## config.mk

```make
export PLATFORM = sky130hd
export DESIGN_NAME = serial_frame_rx
export DESIGN_NICKNAME = d
export VERILOG_FILES = /design/src/rtl/serial_frame_pkg.sv /design/src/rtl/serial_frame_rx_sipo.sv /design/src/rtl/serial_frame_rx.sv
export SDC_FILE = /design/constraint.sdc
export NUM_CORES = 1
export LEC_CHECK = 0
export CAP_MARGIN = 20
export CORE_UTILIZATION = 28
export CTS_BUF_LIST = sky130_fd_sc_hd__clkbuf_2
export DETAILED_ROUTE_END_ITERATION = 8
export HOLD_SLACK_MARGIN = 0.02
export PLACE_DENSITY = 0.54
export SYNTH_ARGS = -nofsm -noshare
export SYNTH_HDL_FRONTEND = slang
export SYNTH_SLANG_ARGS = --single-unit
```

## constraint.sdc

```tcl
create_clock -name clk -period 2.41 [get_ports clk]
set_input_delay 0.3615 -clock clk [delete_from_list [all_inputs] [get_ports clk]]
set_output_delay 0.3615 -clock clk [all_outputs]
set_load 0.1 [all_outputs]
```

## src/rtl/serial_frame_pkg.sv

```systemverilog
// Shared definitions for the serial frame receiver.
//   state_t    : receiver FSM states
//   START_BIT  : line level that opens a frame
//   IDLE_LEVEL : line level between frames
//   STOP_BIT   : line level that closes a frame (equal to the idle level)
package serial_frame_pkg;

  typedef enum logic [1:0] {
    ST_IDLE   = 2'd0,
    ST_DATA   = 2'd1,
    ST_PARITY = 2'd2,
    ST_STOP   = 2'd3
  } state_t;

  localparam logic START_BIT  = 1'b1;
  localparam logic IDLE_LEVEL = 1'b0;
  // The stop bit returns the line to its idle level.
  localparam logic STOP_BIT   = IDLE_LEVEL;

endpackage : serial_frame_pkg

```

## src/rtl/serial_frame_rx_sipo.sv

```systemverilog
// Serial-in / parallel-out shift register, LSB-first fill.
//   clk        : clock, rising edge
//   rst        : synchronous active-high reset, clears the register
//   i_clr      : synchronous clear
//   i_shift_en : shift i_din in when high
//   i_din      : serial input bit
//   o_q        : parallel word; the first bit shifted in ends up at bit 0
module sipo #(
  parameter int DATA_W = 8
) (
  input  logic              clk,
  input  logic              rst,
  input  logic              i_clr,
  input  logic              i_shift_en,
  input  logic              i_din,
  output logic [DATA_W-1:0] o_q
);

  logic [DATA_W-1:0] r_q;

  // Shift register: new bits enter at the MSB and walk down toward bit 0.
  always_ff @(posedge clk) begin
    if (rst) begin
      r_q <= '0;
    end else if (i_clr) begin
      r_q <= '0;
    end else if (i_shift_en) begin
      if (DATA_W > 1) begin
        r_q <= {i_din, r_q[DATA_W-1:1]};
      end else begin
        r_q <= i_din;
      end
    end else begin
      r_q <= r_q;
    end
  end

  assign o_q = r_q;

endmodule : sipo

```

## src/rtl/serial_frame_rx.sv

```systemverilog
// Serial frame receiver.
// Frame: start bit (1), DATA_W data bits LSB first, optional even-parity bit,
// stop bit (0). The line idles at 0.
//   clk        : clock, rising edge
//   rst        : synchronous active-high reset
//   din        : serial bitstream, one bit per clock
//   data_out   : last correctly received word
//   data_valid : one-cycle pulse when data_out takes a good frame
//   parity_err : one-cycle pulse on parity mismatch
//   frame_err  : one-cycle pulse when the stop bit was not 0
//   busy       : high while a frame is being received
module serial_frame_rx
  import serial_frame_pkg::*;
#(
  parameter int DATA_W    = 8,
  parameter int PARITY_EN = 1
) (
  input  logic              clk,
  input  logic              rst,
  input  logic              din,
  output logic [DATA_W-1:0] data_out,
  output logic              data_valid,
  output logic              parity_err,
  output logic              frame_err,
  output logic              busy
);

  localparam int               CNT_W    = $clog2(DATA_W + 1);
  localparam logic [CNT_W-1:0] LAST_BIT = CNT_W'(DATA_W - 1);

  state_t            r_state;
  state_t            w_state_nxt;
  logic [CNT_W-1:0]  r_bit_cnt;
  logic              r_par_bad;
  logic [DATA_W-1:0] r_data_out;
  logic              r_data_valid;
  logic              r_parity_err;
  logic              r_frame_err;
  logic              r_busy;
  logic              w_shift_en;
  logic              w_sipo_clr;
  logic              w_last_bit;
  logic [DATA_W-1:0] w_word;

  sipo #(
    .DATA_W (DATA_W)
  ) u_sipo (
    .clk        (clk),
    .rst        (rst),
    .i_clr      (w_sipo_clr),
    .i_shift_en (w_shift_en),
    .i_din      (din),
    .o_q        (w_word)
  );

  // FSM state register.
  always_ff @(posedge clk) begin
    if (rst) begin
      r_state <= ST_IDLE;
    end else begin
      r_state <= w_state_nxt;
    end
  end

  // FSM next-state and shift-register control.
  always_comb begin
    w_state_nxt = r_state;
    w_shift_en  = 1'b0;
    w_sipo_clr  = 1'b0;
    w_last_bit  = (r_bit_cnt == LAST_BIT);
    case (r_state)
      ST_IDLE: begin
        // Keep the word clean between frames.
        w_sipo_clr = 1'b1;
        if (din == START_BIT) begin
          w_state_nxt = ST_DATA;
        end else begin
          w_state_nxt = ST_IDLE;
        end
      end
      ST_DATA: begin
        w_shift_en = 1'b1;
        if (w_last_bit) begin
          if (PARITY_EN != 0) begin
            w_state_nxt = ST_PARITY;
          end else begin
            w_state_nxt = ST_STOP;
          end
        end else begin
          w_state_nxt = ST_DATA;
        end
      end
      ST_PARITY: begin
        w_state_nxt = ST_STOP;
      end
      ST_STOP: begin
        // Always back to IDLE: a bad stop bit of 1 must not start a frame.
        w_state_nxt = ST_IDLE;
      end
      default: begin
        w_state_nxt = ST_IDLE;
      end
    endcase
  end

  // Bit counter, parity check and registered status outputs.
  always_ff @(posedge clk) begin
    if (rst) begin
      r_bit_cnt    <= '0;
      r_par_bad    <= 1'b0;
      r_data_out   <= '0;
      r_data_valid <= 1'b0;
      r_parity_err <= 1'b0;
      r_frame_err  <= 1'b0;
      r_busy       <= 1'b0;
    end else begin
      r_data_valid <= 1'b0;
      r_parity_err <= 1'b0;
      r_frame_err  <= 1'b0;
      r_busy       <= (w_state_nxt != ST_IDLE);
      case (r_state)
        ST_IDLE: begin
          r_bit_cnt <= '0;
          // Stays 0 for the whole frame when there is no parity bit.
          r_par_bad <= 1'b0;
        end
        ST_DATA: begin
          if (w_last_bit) begin
            r_bit_cnt <= '0;
          end else begin
            r_bit_cnt <= r_bit_cnt + CNT_W'(1);
          end
        end
        ST_PARITY: begin
          // Even parity: the parity bit equals the XOR of the data bits.
          r_par_bad <= (din != (^w_word));
        end
        ST_STOP: begin
          r_frame_err  <= (din != STOP_BIT);
          r_parity_err <= r_par_bad;
          if ((din == STOP_BIT) && !r_par_bad) begin
            r_data_out   <= w_word;
            r_data_valid <= 1'b1;
          end else begin
            r_data_out   <= r_data_out;
          end
        end
        default: begin
          r_bit_cnt <= '0;
        end
      endcase
    end
  end

  assign data_out   = r_data_out;
  assign data_valid = r_data_valid;
  assign parity_err = r_parity_err;
  assign frame_err  = r_frame_err;
  assign busy       = r_busy;

endmodule : serial_frame_rx

```

# After elaboration in Yosys (flattened, before gate mapping)
# Cells that the tools add are included.
[classes] add_sub_neg=1 n_mul=0 n_div=0 magnitude_cmp=0 eq_ne=5 n_shift=0 mux=9 bitwise_logic=2 reduce_logical=10
[ops] op="case mux 2 bit (4 select lines)" n=1
[ops] op="case mux 4 bit (2 select lines)" n=1
[ops] op="XOR reduction 8 bit" n=1
[ops] op="nonzero test 2 bit" n=3
[ops] op="adder 4 x 1 -> 4 bit, second input constant" n=1
[ops] op="== test 2 bit, second input constant" n=2
[ops] op="== test 4 x 3 -> 1 bit, second input constant" n=1
[ops] op="2-to-1 mux 1 bit" n=4
[ops] op="2-to-1 mux 4 bit" n=1
[ops] op="OR reduction 2 bit" n=2
[ops] op="== test 2 x 1 -> 1 bit, second input constant" n=1
[ops] op="logical NOT 2 bit" n=1
[ops] op="2-to-1 mux 2 bit" n=1
[ops] op="inverter 1 bit" n=2
[ops] op="case mux 1 bit (2 select lines)" n=1
[ops] op="AND reduction 2 bit" n=1
[ops] op="logical AND 1 bit" n=1
[ops] op="logical NOT 1 bit" n=1
[ops] op="inequality test 1 bit" n=1
[totals] regBits=27 latch_bits=0 mem_bits_rw=0 mem_bits_ro=0 in_bits=3 out_inout_bits=12 wordCells=36 mem_count=0

# Longest topological paths before layout
[depth] word_depth=4 mapped_depth=6 depth_no_buf=5

# Modules after synthesis
# A second synthesis with hierarchy kept.
[unflattened] hier_cells=109 hier_area_um2=1126.1
[by_module_without_submodules] module="serial_frame_rx" n_inst=1 cells_per_inst=82 area_each_um2=830.8 seq_area_each_um2=380.4
[by_module_without_submodules] module="sipo" n_inst=1 cells_per_inst=27 area_each_um2=295.3 seq_area_each_um2=160.2

# Least setup slack after synthesis
# Ideal clock, no wire load.
[synth_path] path_type="register -> output" from="reg r_data_out[0] (netlist: data_out[0])" to="out data_out[0]" arrival_time_ns=0.924 required_ns=2.049 path_slack_ns=1.124 path_stages_with_launch=1 path_buffers=0 path_cell_list="dfxtp_1"
[synth_rtl] element="from (decl)" line_no="serial_frame_rx.sv:35" rtl="logic [DATA_W-1:0] r_data_out;"
[synth_rtl] element="from (signal assigned)" line_no="serial_frame_rx.sv:142" rtl="r_data_out <= w_word;"
[synth_rtl] element="from (signal assigned)" line_no="serial_frame_rx.sv:145" rtl="r_data_out <= r_data_out;"
[synth_rtl] element="to (decl)" line_no="serial_frame_rx.sv:21" rtl="output logic [DATA_W-1:0] data_out,"
# No word-level cell between the ends.

# Worst setup path in the final report
[layout_path] from="reg r_state[1]" to="reg r_data_out[0] (netlist: data_out[0])"
[layout_between] elab_chain_cells=2
[layout_lines] element="from (decl)" line_no="serial_frame_rx.sv:31" rtl="state_t r_state;"
[layout_lines] element="from (signal assigned)" line_no="serial_frame_rx.sv:61" rtl="r_state <= w_state_nxt;"
[layout_lines] element="== test 2 bit" line_no="serial_frame_rx.sv:121" rtl="case (r_state)"
[layout_lines] element="AND reduction 2 bit (no line)"
# Every way passes these cells.
# A chain may end at the register's enable or synchronous reset.

==> reports/qor.csv <==
metric,value,unit
io_pins,15,
worstHoldStart,data_out[3],
critPathBufInv,0,
synth_top_area_frac,0.494,
start_util,0.295,
fin_tns_setup,0,ns
critPathMaxFanout,9,
design_area,1270,um2
whs_path_depth,2,
rsz0062_at_grt,no,
synth.area.top_cells,"dfxtp_1 49%, nand2_1 10%, a21oi_1 9.1%, nand3_1 4.1%, xnor3_1 4.1%",
post-place-ws,0.637,ns
remaining_drc_errors,0,
slew_viol_final,0,
r2r-end,data_out[0],
pwr-share-seq,0.674,
via_count,846,
worst_slack,1.00,ns
skew,0.00619,ns
synth_edf_count,0,
worstRegToRegCells,4,
antennaDiodeCount,0,
gp_congestion,0.738,
insertion_delay,0.35,ns
syn2layout_area_growth,16.5,%
drtIter0Drc,28,
ir_drop,0.000272,V
area.sequential,541,um2
ys_async_sr_fraction,0,
crit_required,2.70,ns
cts_tree,yes,
finalNetCount,145,
cp_common_cell,nand2_1,
slowest_stage,dfxtp_1,
syn_nets,132,
fmaxAchievable,710,MHz
synthCells,128,
internal-power,0.000511,W
drtAntennaViolNets,0,
synth_warnings,0,
cp_top_family,simple AND/OR/NAND/NOR gates,
avgSynthCellArea,8.55,um2
grt_antenna_before_repair,0,
fin_util,0.343,
die_h,64.5,um
worstReg2RegStart,r_state[1],
hold_viol,0,
status,finished clean,
die_w,64.5,um
multi_input_area,508,um2
cp_slowest_stage_delay,0.53,ns
grt_max_degree,17,
fill_cells,400,
worstSetupPathType,reg -> reg,
tightestPinTransition,0.481,ns
critical_path.cell_chain,nand2_1 > or3_1 > nand2_1 > a21oi_1,
grt_pass1_vias,741,
r2r_slack,1.00,ns
place_area,1250,um2
yosysUniqueCellTypes,28,
cts_hold_buf,0,
setup_viol,0,
clkTransAtPathRegs,0.25,ns
synth_ff_type,dfxtp_1,
cts_resized,0,
syn_area,1090,um2
grt-ovfl-total,0,
rows,22,
core,3720,um2
min_to,data_out[3],
post-route-min-period,1.41,ns
p_per_area,533,nW/um2
comb_power_share,0.073,
grt_util_all_layers,0.106,
dpl.hpwl,1.50,mm
numPortBuffers,14,
routed_wl,2.04,mm
clock_path_buffers,2,
cts_made_buffers,3,
yosysSeqAreaShare,0.494,
clockRootBuffer,clkbuf_2,
grt_pass1_wl,3.46,mm
p_switching,0.000168,W
p_sw_frac,0.248,
cts_setup_buffers,0,
h-tree-depth,1,
firstDrtPassIters,4,
dieArea,4160,um2
fin_crit_sh,0.585,
clock-sinks,27,
p_clk_frac,0.253,
p_leak,0.467,nW
hp-class,reg -> reg,
cp-end-kind,flip-flop,
startpoint_type,flip-flop,
p_total,0.000679,W
crit_arrival,1.70,ns
drv_cap,0,
drive_gt1_frac,0.164,
routedWlPerCell,10.8,um
yosysTopAreaCell,dfxtp_1,
vias_per_cell,4.50,
max_slew_margin,0.677,
synth-seq-cells,27,
cell usage after synthesis, types with 2 or more instances:
| cell | count |
|---|---|
| a21oi_1 | 20 |
| xnor2_1 | 2 |
| clkbuf_1 | 4 |
| nand3b_1 | 2 |
| nand3_1 | 9 |
| nand2_1 | 30 |
| nor2_1 | 5 |
| nand2b_1 | 2 |
| xnor3_1 | 2 |
| buf_1 | 2 |
| nor3b_1 | 2 |
| nor3_1 | 2 |
| buf_2 | 4 |
| dfxtp_1 | 27 |
| nor2b_1 | 2 |
cells in the final DEF, fill, tap and decap left out:
cell,count
nand2_1,30
nor2_1,5
inv_1,1
dfxtp_1,27
clkbuf_2,3
o21bai_1,1
o21ai_0,1
nand2b_1,2
xor2_1,1
nor3_2,1
nor3_1,2
a21oi_1,20
nand3b_1,2
nor3b_1,2
or3_1,1
ha_1,1
clkinvlp_4,1
clkdlybuf4s50_1,2
o21a_1,1
a211oi_1,1
buf_4,16
and3_1,1
nand3_1,9
xnor2_1,2
a31oi_1,1
nor2b_1,2
mux2_2,1
o221ai_2,1
xnor3_1,2
cells by family after synthesis:
logic type	Yosys count	synth area share
flip-flops	27	0.494
XOR/XNOR	5	0.0651
AND/OR/NAND/NOR	57	0.241
AO/OA/AOI/OAI	26	0.136
adder cells (fa/ha/maj)	1	0.0114
multiplexers	1	0.0103
buffers and inverters	11	0.0423
power groups by stage:
stage	clock, W	combinational [W]	sequential [W]
6_report	0.000172	0.0000493	0.000458
2_1_floorplan	0	0.0000302	0.000472
3_3_place_gp	0	0.0000498	0.000466
5_1_grt	0.000202	0.0000540	0.000459
4_1_cts	0.000186	0.0000498	0.000458
3_5_place_dp	0	0.0000497	0.000466
layer usage:
layer,track usage,share of wire,vias up
li1,-,-,450
met3,0.0370,0.035,2
met1,0.130,0.49,383
met4,0.0167,0.0059,0
met2,0.180,0.47,11
met5,0,0,-
how the worst max path moves through the flow:
stage | slack (ns) | cells after the start | startpoint | end
final | 1.00 | 4 | r_state[1] | data_out[0]
after global routing | 0.85 | 4 | r_state[1] | data_out[5]
after CTS | 0.95 | 1 | data_out[6] | data_out[6]
after detailed placement | 0.64 | 4 | din | data_out[0]
after global placement | 0.68 | 4 | din | data_out[0]
after floorplan | 1.12 | 0 | data_out[0] | data_out[0]
through the flow:
stage / hold WS [ns] / cells
5_1_grt: 0.499 / 188
3_3_place_gp: 0.445 / 184
2_1_floorplan: 0.452 / 128
6_report: 0.475 / 188
3_5_place_dp: 0.450 / 184
4_1_cts: 0.478 / 188
cell type report:
class	count	area share
well taps	48	0.0471
inverters	1	0.00294
repair buffers	18	0.110
multi-input cells	90	0.398
flip-flops and latches	27	0.424
clock inverters	1	0.00589
clock buffers	3	0.0118
state kept, by name (all words and copies together) (netlist names), 2 cells and up:
name	count
data_out	8
r_bit_cnt	4
r_state	2
u_sipo.o_q	8
tightest hold or removal path: cells and delay by family, from the launching register on:
kind / cells / cell delay [ns]
AO/OA/AOI/OAI: 1 / 0.05
AND/OR/NAND/NOR: 1 / 0.05
flip-flops: 1 / 0.37
Power figures use the tool's default switching activity.
